[src/rtl/sr_reg_bank.sv]
// Bank of WIDTH clocked set/reset flip-flops with a saturating conflict counter.
// Optional sticky per-channel conflict flags when SR_BANK_STICKY_EN is defined.

module sr_reg_bank_lane #(
    parameter int   CONFLICT_MODE = 0,
    parameter logic INIT          = 1'b0
) (
    input  logic clk,
    input  logic rst,
    input  logic i_en,
    input  logic i_s,
    input  logic i_r,
    output logic o_q
);
    logic r_q;
    logic w_nxt;

    always_comb begin
        w_nxt = r_q;
        case ({i_s, i_r})
            2'b10: w_nxt = 1'b1;
            2'b01: w_nxt = 1'b0;
            2'b11: begin
                case (CONFLICT_MODE)
                    1:       w_nxt = 1'b1;
                    2:       w_nxt = 1'b0;
                    3:       w_nxt = ~r_q;
                    default: w_nxt = r_q;
                endcase
            end
            default: w_nxt = r_q;
        endcase
    end

    always_ff @(posedge clk or posedge rst) begin
        if (rst)       r_q <= INIT;
        else if (i_en) r_q <= w_nxt;
    end

    assign o_q = r_q;
endmodule

module sr_reg_bank #(
    parameter int               WIDTH         = 8,
    parameter int               CONFLICT_MODE = 0,
    parameter logic [WIDTH-1:0] INIT          = '0,
    parameter int               CNT_W         = 4
) (
    input  logic             clk,
    input  logic             rst,
    input  logic             en,
    input  logic [WIDTH-1:0] S,
    input  logic [WIDTH-1:0] R,
    input  logic             cnt_clr,
    output logic [WIDTH-1:0] Q,
    output logic [WIDTH-1:0] Qn,
    output logic [CNT_W-1:0] conflict_cnt
`ifdef SR_BANK_STICKY_EN
    ,
    output logic [WIDTH-1:0] conflict_flag
`endif
);
    logic [WIDTH-1:0] w_q;
    logic [WIDTH-1:0] w_conf;
    logic [CNT_W-1:0] r_cnt;

    assign w_conf = S & R;

    for (genvar i = 0; i < WIDTH; i++) begin : g_lane
        sr_reg_bank_lane #(
            .CONFLICT_MODE(CONFLICT_MODE),
            .INIT         (INIT[i])
        ) u_lane (
            .clk (clk),
            .rst (rst),
            .i_en(en),
            .i_s (S[i]),
            .i_r (R[i]),
            .o_q (w_q[i])
        );
    end

    // One count per conflicting cycle regardless of how many channels collide.
    always_ff @(posedge clk or posedge rst) begin
        if (rst)
            r_cnt <= '0;
        else if (cnt_clr)
            r_cnt <= '0;
        else if (en && (|w_conf) && (r_cnt != {CNT_W{1'b1}}))
            r_cnt <= r_cnt + 1'b1;
    end

`ifdef SR_BANK_STICKY_EN
    logic [WIDTH-1:0] r_flag;

    always_ff @(posedge clk or posedge rst) begin
        if (rst)          r_flag <= '0;
        else if (cnt_clr) r_flag <= '0;
        else if (en)      r_flag <= r_flag | w_conf;
    end

    assign conflict_flag = r_flag;
`endif

    assign Q            = w_q;
    assign Qn           = ~w_q;
    assign conflict_cnt = r_cnt;
endmodule

[config.mk]
export PLATFORM = sky130hd
export DESIGN_NAME = sr_reg_bank
export DESIGN_NICKNAME = d
export VERILOG_FILES = /design/src/rtl/sr_reg_bank.sv
export SDC_FILE = /design/constraint.sdc
export NUM_CORES = 1
export LEC_CHECK = 0
export BUFFER_PORTS_ARGS = -buffer_cell sky130_fd_sc_hd__buf_2
export CAP_MARGIN = 20
export CORE_MARGIN = 1
export CORE_UTILIZATION = 41
export CTS_CLUSTER_SIZE = 12
export DETAILED_ROUTE_END_ITERATION = 8
export GPL_ROUTABILITY_DRIVEN = 0
export PLACE_DENSITY = 0.76
export SLEW_MARGIN = 20
export SYNTH_ARGS = -nofsm -noshare
export SYNTH_HDL_FRONTEND = slang
export SYNTH_HIERARCHICAL = 1
export SYNTH_SLANG_ARGS = --single-unit
[constraint.sdc]
create_clock -name clk -period 1.2 [get_ports clk]
set_input_delay 0.24 -clock clk [delete_from_list [all_inputs] [get_ports clk]]
set_output_delay 0.24 -clock clk [all_outputs]
set_load 0.01 [all_outputs]
==> metrics.md, run 1 <==
| Metric | Value |
|---|---|
| WL final | `1.89 mm` |
| Number of instances on the worst hold path | `2` |
| Area growth from synthesis to layout | `46.4%` |
| Post-Syn Instances | `93` |
| Dominant cell type by area after synthesis | `dfrtp_1` |
| TNS Setup | `-378 ps` |
| Net count of the finished layout | `180` |
| Highest net fanout along the worst path | `3` |
| Failing checks | `negative setup slack` |
| Final Hold Vio Count | `0` |
| Startpoint of the worst register-to-register path | `conflict_cnt[1]$_DFFE_PP0P_` |
| H-tree levels | `1` |
| Mean cell area of the mapped netlist | `9.46 um^2` |
| Buffer type at the clock tree root | `clkbuf_4` |
| CP most frequent cell | `nand3_2` |
| Die width | `48.3 um` |
| Number of unique standard cell types used by synthesis | `18` |
| Wire length of the first global-routing pass | `3.39 mm` |
| Number of cells in the design after placement | `172` |
| End point of the worst hold path | `conflict_cnt[2]$_DFFE_PP0P_` |
| Die extent in y | `48.3 um` |
| Number of flops mapped to enable cells by yosys | `0` |
| Place WS | `-161 ps` |
| DIE AREA | `0.00233 mm^2` |
| Commonest register cell after synthesis | `dfrtp_1` |
| TritonCTS clock tree | `yes` |
| Clock sink total | `12` |
| GRT Residual Overflow | `0` |
| Half-perimeter wire length of the detailed placement result | `1.54 mm` |
| Remaining design rule violation count | `0` |
| Number of placed I/O pins | `40` |
| Antenna violations before repair | `0` |
| Average wire length per cell after detail routing | `10.7 um` |
| Share of layout cells above drive strength 1 | `50.0%` |
| Data required, critical path | `1400 ps` |
| Insertion delay to the later sink of the worst-skew pair | `270 ps` |
| Total of fill cells in the finished design | `182` |
| Final cell utilization of the core | `65.0%` |
| Port Buffer Count | `39` |
| Unrepaired setup endpoints after global routing | `true` |
| Count of non-filler cells in the finished layout | `177` |
| Worst Setup End Kind | `flop` |
| Post-layout worst setup margin | `-111 ps` |
| Power Dens Cells | `973 mW/mm^2` |
| Vias per inst | `4.56` |
| Largest net degree at the start of global routing | `10` |
| Count of nets left with antenna violations after detail routing | `0` |
| Depth of the critical timing path with buffers and inverters included | `5` |
| Standby leakage power | `0.816 nW` |
| Number of setup buffers added after CTS | `0` |
| Hold Startpoint | `cnt_clr` |
| Number of cells traversed by the worst register-to-register path | `5` |
| Largest cells by area after synthesis | `dfrtp_1 34%, inv_1 14%, ha_1 13%` |
| Crit share post-route | `109%` |
| Drt pass-1 iters | `4` |
| Async set-or-reset flop fraction in the synthesized netlist | `100%` |
| Kind of cell with the highest combined delay on the critical path | `simple AND/OR/NAND/NOR gates` |
| Slowest-stage cell, CP | `dfrtp_1` |
| Maximum cell stage delay along the critical path | `390 ps` |
| Area of the core region | `0.00198 mm^2` |
| Maximum Capacitance Violations | `0` |
| Number of placement rows | `16` |
| Max-slew violations | `0` |
| GRT Overall Usage | `19.1%` |
| Sequence of cells on the critical path | `ha_2, nand3_2, nand3_2, or3_4, a21oi_2` |
| Highest ir drop seen on vdd | `0.000677 V` |
| Minimum clock period after layout | `1310 ps` |
| Deepest clock path buffer count | `2` |
| Combined buffer and inverter count along the critical path | `0` |
| Reg2reg end | `conflict_cnt[3]$_DFFE_PP0P_` |
| Setup slack of the most critical reg-to-reg path | `-110 ps` |
| Data arrival time at the worst-slack endpoint | `1510 ps` |
| Starting DRT DRC Count | `17` |
| Initial Utilization | `44.4%` |
| Final clock skew | `2.04 ps` |
| Number of buffers created by CTS | `3` |
| Headroom to the max-slew limit | `82.0%` |
| Outcome | `finished with violations` |
| Area of the mapped netlist | `880 um^2` |
| Clock slew seen by the registers of the worst setup and hold paths | `80 ps` |
| Top cell type's share of synthesized area | `34.1%` |
| Routed via count | `807` |
| F_max | `0.763 GHz` |
| Syn nets | `122` |
| CP Class | `flop to flop` |
| Number of warnings printed during yosys synthesis | `6` |
| Diode count | `0` |
| Class of the tightest hold or removal check | `primary input to flop` |
| Endpoints failing setup | `4` |
| Crit path launch type | `flop` |
| Proportion of synthesized chip area in sequential cells | `34.1%` |
| Power, Total | `1.25 mW` |
| Actual slew at the worst max-slew pin | `271 ps` |
| #FFs+latches synth | `12` |
| Via count of the first global-routing pass | `812` |
==> synth_stat cells (all sizes together) (2+ instances only) <==
master and number:
a22oi 4, nand2b 2, ha 9, or3 2, inv 33, o21ai 2
a21oi 2, mux2i 9, nor2b 9, dfrtp 12, nor2 2, nand3 3
==> worst register-to-register path: cells and delay by family (launching register included) <==
family                   cells  cell delay [ps]
AND/OR/NAND/NOR              3              540
adder cells (fa/ha/maj)      1              210
flip-flops                   1              390
AO/OA/AOI/OAI                1              120
==> cells in the final DEF (no fill, tap or decap) <==
cell type and instances:
nor2b_4 8, ha_2 1, and4_4 1, nand2_1 1, mux2_4 1, ha_1 8
dfrtp_1 12, clkbuf_8 1, a22oi_1 4, o21ai_0 2, dlygate4sd3_1 1, nor2_2 1
a21oi_2 2, buf_2 39, nor2b_1 1, and3_1 1, inv_1 33, clkbuf_4 3
or3_4 2, mux2i_1 9, buf_4 13, nand3_2 3, nor2_1 1, nand2b_1 2
==> worst max path at each step <==
stage	from	end
after floorplan	conflict_cnt[1]$_DFFE_PP0P_	conflict_cnt[0]$_DFFE_PP0P_
after global placement	S[1]	conflict_cnt[0]$_DFFE_PP0P_
after detailed placement	S[1]	conflict_cnt[0]$_DFFE_PP0P_
after CTS	conflict_cnt[1]$_DFFE_PP0P_	conflict_cnt[0]$_DFFE_PP0P_
after global routing	conflict_cnt[0]$_DFFE_PP0P_	conflict_cnt[3]$_DFFE_PP0P_
final	conflict_cnt[1]$_DFFE_PP0P_	conflict_cnt[3]$_DFFE_PP0P_
==> per-layer routing <==
layer | vias to the layer above | track usage [%] | share of wire [%]
met5 | - | 0 | 0
met4 | 0 | 8.82 | 0.74
met3 | 2 | 3.46 | 6.3
met2 | 35 | 33.3 | 49
met1 | 365 | 22.6 | 44
li1 | 405 | - | -
==> state kept, by name, indices dropped and copies added (netlist names) <==
signal,flops
conflict_cnt,4
g_lane.u_lane/o_q,8
==> cell families (layout without fill, tap and decap cells) <==
group	count (synthesis)	after routing	share of synthesized area, %
buf+inv	33	90	14.1
simple gates	21	21	21.3
flops	12	12	34.1
mux	10	10	11.9
fa+ha+maj	9	9	12.8
compound gates	8	8	5.69
==> per-stage QoR <==
step                      cell area, um^2  hold slack, ps
final                                1290             192
after global routing                 1290             193
after CTS                            1260             181
after detailed placement             1210             174
after global placement               1210             174
after floorplan                       887           -31.3
==> power breakdown <==
| part | switching (mW) | internal (mW) |
|---|---|---|
| Combinational | 0.212 | 0.225 |
| Sequential | 0.0382 | 0.454 |
| Clock | 0.140 | 0.184 |
| Total | 0.390 | 0.863 |
==> cell type report <==
| class | count | area [um^2] | share of cell area, % |
|---|---|---|---|
| clock buffers | 4 | 36.3 | 2.82 |
| well taps | 27 | 33.8 | 2.62 |
| repair buffers | 53 | 303 | 23.5 |
| multi-input cells | 48 | 490 | 38.1 |
| inverters | 33 | 124 | 9.62 |
| flip-flops and latches | 12 | 300 | 23.3 |
==> what timing repair did <==
action,in CTS,in global routing
endpoints found under the hold margin,12,0
hold buffers,1,0
endpoints found under the setup margin,4,5
pin swaps,1,0
gates resized for setup,1,5
No activity file was read; power rests on OpenSTA's default activity.
==> run 2, diff against run 1 <==
--- a/config.mk
+++ b/config.mk
@@ -9,10 +9,10 @@
 export CAP_MARGIN = 20
 export CORE_MARGIN = 1
 export CORE_UTILIZATION = 41
-export CTS_CLUSTER_SIZE = 12
+export CTS_CLUSTER_SIZE = 25
 export DETAILED_ROUTE_END_ITERATION = 8
 export GPL_ROUTABILITY_DRIVEN = 0
-export PLACE_DENSITY = 0.76
+export PLACE_DENSITY_LB_ADDON = 0.1
 export SLEW_MARGIN = 20
 export SYNTH_ARGS = -nofsm -noshare
 export SYNTH_HDL_FRONTEND = slang
==> metrics.md, run 2 (same netlist as run 1, synthesis figures left out) <==
| Metric | Value |
|---|---|
| Area growth from synthesis to layout | `42.8%` |
| Antenna violations before repair | `0 (unchanged)` |
| Die extent in y | `48.3 um (unchanged)` |
| Switching share of power | `31.6% (+0.53 points)` |
| Count of non-filler cells in the finished layout | `173 (-2.3%)` |
| Maximum Capacitance Violations | `0 (unchanged)` |
| Flip-flop count of the largest register after layout | `8 (unchanged)` |
| Data required, critical path | `1400 ps (about the same)` |
| Unrepaired setup endpoints after global routing | `true` |
| Via count of the first global-routing pass | `688 (-15%)` |
| Failing checks | `negative setup slack` |
| Starting DRT DRC Count | `13 (-4)` |
| Max-slew violations | `0 (unchanged)` |
| Actual slew at the worst max-slew pin | `255 ps (-15.2 ps)` |
| WL final | `1.67 mm (-11%)` |
| Final Hold Vio Count | `0 (unchanged)` |
| Clock slew seen by the registers of the worst setup and hold paths | `70 ps (about the same)` |
| Switching power summed over all nets | `0.365 mW (-6.3%)` |
| Met1 demand-to-capacity share in global routing | `20.1% (-2.5 points)` |
| Average wire length per cell after detail routing | `9.66 um (-9.4%)` |
| Net count of the finished layout | `177 (-1.7%)` |
| Routed via count | `756 (-6.3%)` |
| Final clock skew | `0.131 ps (-1.91 ps)` |
| Area post-placement | `0.00118 mm^2 (-2.5%)` |
| Share of layout cells above drive strength 1 | `47.9% (-2.1 points)` |
| Crit share post-route | `108% (-1.3 points)` |
| Initial Utilization | `44.4% (unchanged)` |
| Power Dens Cells | `919 mW/mm^2 (-5.6%)` |
| Diode count | `0 (unchanged)` |
| H-tree levels | `1 (unchanged)` |
| Wire length of the first global-routing pass | `2.79 mm (-18%)` |
| Number of buffers created by CTS | `3 (unchanged)` |
| Setup slack of the most critical reg-to-reg path | `-100 ps (+20 ps)` |
| Number of placed I/O pins | `40 (unchanged)` |
| Deepest clock path buffer count | `2 (unchanged)` |
| Number of placement rows | `16 (unchanged)` |
| Endpoints failing setup | `4 (unchanged)` |
| Class of the tightest hold or removal check | `primary input to flop` |
| Fraction of power consumed by the clock network | `20.6% (-5.2 points)` |
| Half-perimeter wire length of the detailed placement result | `1.40 mm (-8.7%)` |
| Leading cell type in the layout, fill and taps excluded | `buf_2` |
| Remaining design rule violation count | `0 (unchanged)` |
| Vias per inst | `4.37 (-4.2%)` |
| Area of the core region | `0.00198 mm^2 (unchanged)` |
| Worst Setup End Kind | `flop` |
| Insertion delay to the later sink of the worst-skew pair | `260 ps (about the same)` |
| Clock sink total | `12 (unchanged)` |
| Total of fill cells in the finished design | `171 (-6.0%)` |
| Place WS | `-149 ps (+12.1 ps)` |
| Post-layout worst setup margin | `-95.9 ps (+15.6 ps)` |
| TritonCTS clock tree | `yes` |
| F_max | `0.772 GHz (+1.2%)` |
| Minimum clock period after layout | `1300 ps (-15.6 ps)` |
| Highest net fanout along the worst path | `3 (unchanged)` |
| Count of nets left with antenna violations after detail routing | `0 (unchanged)` |
| Logic gate share of total power | `37.0% (+2.1 points)` |
| Crit path launch type | `flop` |
| DIE AREA | `0.00233 mm^2 (unchanged)` |
| Internal power | `0.789 mW (-8.6%)` |
| Global routing's busiest layer | `met2` |
| Drt pass-1 iters | `4 (unchanged)` |
| Port Buffer Count | `39 (unchanged)` |
| Die width | `48.3 um (unchanged)` |
| GRT Overall Usage | `15.3% (-3.7 points)` |
| CP Class | `flop to flop` |
| GRT Residual Overflow | `0 (unchanged)` |
| GRT met2 Usage | `25.8% (-7.5 points)` |
| Outcome | `finished with violations` |
| Headroom to the max-slew limit | `83.0% (+1.0 points)` |
| Final Cell Area | `0.00126 mm^2 (-2.4%)` |
| Buffer type at the clock tree root | `clkbuf_4` |
| Highest ir drop seen on vdd | `0.000628 V (-7.1%)` |
| Number of cells in the design after placement | `168 (-2.3%)` |
| Final cell utilization of the core | `63.4% (-1.6 points)` |
| Grt met3 use | `2.83% (-0.63 points)` |
| Data arrival time at the worst-slack endpoint | `1490 ps (-20 ps)` |
| Commonest non-fill, non-tap cells in the layout | `39 x buf_2, 33 x inv_1, 12 x dfrtp_1` |
| Largest net degree at the start of global routing | `10 (unchanged)` |
| Standby leakage power | `0.790 nW (-3.2%)` |
| Part of the total power dissipated in sequential elements | `42.4% (+3.1 points)` |
-- run 2: cell types whose count changed in the layout (fill, tap and decap cells not counted), sizes merged --
| cell | previous run | this run |
|---|---|---|
| buf | 52 | 49 |
| clkbuf | 4 | 3 |
-- run 2: power by group through the flow --
stage / Sequential [mW] / Clock, mW / Combinational, mW
floorplan: 0.523 / 0 / 0.206
global placement: 0.495 / 0 / 0.416
detailed placement: 0.497 / 0 / 0.422
CTS: 0.490 / 0.255 / 0.429
global route: 0.499 / 0.275 / 0.472
finish: 0.489 / 0.238 / 0.428
-- run 2: cell type report --
type	instances	area, um^2	area share, %
multi-input cells	48	495	39.4
repair buffers	50	280	22.3
clock buffers	3	22.5	1.79
flip-flops and latches	12	300	23.9
inverters	33	124	9.86
well taps	27	33.8	2.69
-- run 2: worst paths after layout --
path | start | endpoint | cells past startpoint
worst max-delay path | conflict_cnt[0]$_DFFE_PP0P_ | conflict_cnt[2]$_DFFE_PP0P_ | 5
worst min-delay path | cnt_clr | conflict_cnt[3]$_DFFE_PP0P_ | 2
worst max register to register | conflict_cnt[0]$_DFFE_PP0P_ | conflict_cnt[2]$_DFFE_PP0P_ | 5
worst min register to register | g_lane[7].u_lane/o_q$_DFFE_PP0P_ | g_lane[7].u_lane/o_q$_DFFE_PP0P_ | 2
max in group asynchronous | rst | conflict_cnt[2]$_DFFE_PP0P_ | 3
min in group asynchronous | rst | g_lane[1].u_lane/o_q$_DFFE_PP0P_ | 3
-- run 2: metrics by stage --
step,power [mW],setup TNS (ps),hold WS [ps]
after detailed placement,0.920,-377,173
after CTS,1.17,-326,179
final,1.15,-307,202
after floorplan,0.729,-238,-31.3
after global routing,1.25,-526,194
after global placement,0.910,-272,169
-- run 2: repair_timing --
| action | CTS | global route |
|---|---|---|
| buffers inserted | 1 | 0 |
| hold buffers | 1 | 0 |
| pin swaps | 3 | 2 |
| resized for setup | 1 | 6 |
| setup endpoints to repair | 4 | 5 |
| endpoints found under the hold margin | 12 | 0 |
-- run 2: per-layer routing --
layer | up-vias | part of all wire (%) | wire length [um]
met1 | 340 | 46 | 767
met2 | 24 | 48 | 805
met4 | 0 | 0 | 0
li1 | 392 | - | -
met3 | 0 | 5.9 | 99
met5 | - | 0 | 0
-- run 2: worst max-delay path: stages (launching register included) --
cell and delay (ps):
dfrtp_1 380, ha_2 210, nand3_4 100, nand3_2 90
or3_1 330, a21oi_2 120
==> run 3, diff against run 2 <==
--- a/config.mk
+++ b/config.mk
@@ -8,10 +8,11 @@
 export BUFFER_PORTS_ARGS = -buffer_cell sky130_fd_sc_hd__buf_2
 export CAP_MARGIN = 20
 export CORE_MARGIN = 1
-export CORE_UTILIZATION = 41
+export CORE_UTILIZATION = 45
 export CTS_CLUSTER_SIZE = 25
 export DETAILED_ROUTE_END_ITERATION = 8
 export GPL_ROUTABILITY_DRIVEN = 0
+export HOLD_SLACK_MARGIN = 0.08
 export PLACE_DENSITY_LB_ADDON = 0.1
 export SLEW_MARGIN = 20
 export SYNTH_ARGS = -nofsm -noshare
==> constraint.sdc (replaced) <==
create_clock -name clk -period 1.5 [get_ports clk]
set_input_delay 0.3 -clock clk [delete_from_list [all_inputs] [get_ports clk]]
set_output_delay 0.3 -clock clk [all_outputs]
set_load 0.01 [all_outputs]
==> metrics.md, run 3 (same netlist as run 1, synthesis figures left out) <==
| Metric | Value |
|---|---|
| Maximum cell stage delay along the critical path | `430 ps (+50 ps)` |
| Share of layout cells above drive strength 1 | `40.9% (-7.1 points)` |
| TritonCTS clock tree | `yes` |
| Post-route worst hold slack | `260 ps (+58.8 ps)` |
| Leading cell type in the layout, fill and taps excluded | `buf_2` |
| Clock sink total | `12 (unchanged)` |
| Data required, critical path | `1690 ps (+290 ps)` |
| Average wire length per cell after detail routing | `11.2 um (+16%)` |
| Starting DRT DRC Count | `14 (+1)` |
| Initial Utilization | `49.3% (+5.0 points)` |
| Actual slew at the worst max-slew pin | `232 ps (-23.0 ps)` |
| Buffer type at the clock tree root | `clkbuf_4` |
| Highest ir drop seen on vdd | `0.000511 V (-19%)` |
| Minimum clock period after layout | `1430 ps (+132 ps)` |
| Deepest clock path buffer count | `2 (unchanged)` |
| Die extent in y | `46.2 um (-4.4%)` |
| Final cell utilization of the core | `65.1% (+1.7 points)` |
| GRT Residual Overflow | `0 (unchanged)` |
| CP Class | `flop to flop` |
| Antenna violations before repair | `0 (unchanged)` |
| Largest net degree at the start of global routing | `12 (+2)` |
| Crit path launch type | `flop` |
| Number of setup buffers added after CTS | `0 (-1)` |
| Unrepaired setup endpoints after global routing | `false` |
| Area of the core region | `0.00178 mm^2 (-10%)` |
| Max-slew violations | `0 (unchanged)` |
| Vias per inst | `4.64 (+6.2%)` |
| H-tree levels | `1 (unchanged)` |
| Remaining design rule violation count | `0 (unchanged)` |
| Worst Setup End Kind | `flop` |
| F_max | `0.700 GHz (-9.3%)` |
| Outcome | `complete, no violations` |
| Flip-flop count of the largest register after layout | `8 (unchanged)` |
| Routed via count | `752 (-0.53%)` |
| Setup slack of the most critical reg-to-reg path | `70 ps (+170 ps)` |
| Maximum Capacitance Violations | `0 (unchanged)` |
| Total area of multi-input combinational cells | `464 um^2 (-6.3%)` |
| Drt pass-1 iters | `4 (unchanged)` |
| Clock slew seen by the registers of the worst setup and hold paths | `80 ps (about the same)` |
| WL final | `1.82 mm (+8.7%)` |
| Diode count | `0 (unchanged)` |
| Slowest-stage cell, CP | `dfrtp_1` |
| Endpoints failing setup | `0 (-4)` |
| DIE AREA | `0.00214 mm^2 (-8.5%)` |
| Power Dens Cells | `834 mW/mm^2 (-9.3%)` |
| Data arrival time at the worst-slack endpoint | `1620 ps (+130 ps)` |
| TNS Setup | `0 ps (+307 ps)` |
| Final clock skew | `6.96 ps (+6.83 ps)` |
| Final Hold Vio Count | `0 (unchanged)` |
| Wire length of the first global-routing pass | `2.81 mm (+0.75%)` |
| Count of nets left with antenna violations after detail routing | `0 (unchanged)` |
| Area growth from synthesis to layout | `32.0%` |
| Insertion delay to the later sink of the worst-skew pair | `270 ps (about the same)` |
| Standby leakage power | `0.749 nW (-5.2%)` |
| Net count of the finished layout | `167 (-5.6%)` |
| Die width | `46.2 um (-4.4%)` |
| Port Buffer Count | `39 (unchanged)` |
| Reg area | `300 um^2 (unchanged)` |
| Half-perimeter wire length of the detailed placement result | `1.46 mm (+3.8%)` |
| Highest net fanout along the worst path | `5 (+2)` |
| Commonest non-fill, non-tap cells in the layout | `39 x buf_2, 33 x inv_1, 12 x dfrtp_1` |
| Headroom to the max-slew limit | `84.5% (+1.5 points)` |
| Via count of the first global-routing pass | `686 (-0.29%)` |
| Number of placement rows | `15 (-1)` |
| GRT Overall Usage | `19.4% (+4.1 points)` |
| Number of placed I/O pins | `40 (unchanged)` |
| Class of the tightest hold or removal check | `primary input to flop` |
| Crit share post-route | `95.2% (-13 points)` |
| Sequence of cells on the critical path | `ha_1, nand3_2, nand3_1, or3_1, a21oi_2` |
| Total of fill cells in the finished design | `159 (-7.0%)` |
| Number of buffers created by CTS | `3 (unchanged)` |
## run 3: metrics by stage
| stage | power [mW] | worst slack (ps) | cells | instance area [um^2] |
|---|---|---|---|---|
| final | 0.968 | 71.9 | 162 | 1160 |
| after detailed placement | 0.717 | 52.7 | 157 | 1110 |
| after floorplan | 0.582 | 131 | 93 | 880 |
| after global placement | 0.707 | 111 | 157 | 1110 |
| after global routing | 1.04 | 0.520 | 162 | 1160 |
| after CTS | 0.978 | 29.3 | 162 | 1150 |
## run 3: what timing repair did
action / CTS / global route
hold endpoints to repair: 12 / 0
hold buffers: 1 / 0
endpoints found under the setup margin: 0 / 2
resized for setup: 0 / 2
## run 3: worst max-delay path: cells and delay by family (launching register included)
family	cells	cell delay, ps
AOI/OAI and AO/OA	1	150
adders and majority gates	1	240
DFF	1	430
and+or+nand+nor	3	530
## run 3: layer usage
| metal | global-route usage [%] | wire length, um | up-vias |
|---|---|---|---|
| li1 | - | - | 375 |
| met3 | 4.71 | 94 | 6 |
| met4 | 8.24 | 33 | 0 |
| met5 | 0 | 0 | - |
| met1 | 21.4 | 751 | 343 |
| met2 | 34.9 | 937 | 28 |
## run 3: final cells by class
type	instances	area share [%]
Clock buffer	4	3.13
Inverter	33	10.7
Multi-Input combinational cell	48	40.0
Sequential cell	12	25.9
Tap cell	25	2.69
Timing Repair Buffer	40	17.7
## run 3: final timing paths
check                           cells after the start                             start                          endpoint
worst max-delay path                                5       conflict_cnt[0]$_DFFE_PP0P_       conflict_cnt[2]$_DFFE_PP0P_
worst min-delay path                                2                           cnt_clr       conflict_cnt[3]$_DFFE_PP0P_
worst max register to register                      5       conflict_cnt[0]$_DFFE_PP0P_       conflict_cnt[2]$_DFFE_PP0P_
worst min register to register                      2  g_lane[7].u_lane/o_q$_DFFE_PP0P_  g_lane[7].u_lane/o_q$_DFFE_PP0P_
max in group asynchronous                           3                               rst       conflict_cnt[2]$_DFFE_PP0P_
min in group asynchronous                           3                               rst  g_lane[6].u_lane/o_q$_DFFE_PP0P_
## run 3: where the power goes
| group | total (mW) | switching [mW] | internal [mW] |
|---|---|---|---|
| clock | 0.255 | 0.108 | 0.147 |
| combinational | 0.317 | 0.162 | 0.154 |
| sequential | 0.396 | 0.0323 | 0.364 |
| total | 0.968 | 0.302 | 0.666 |
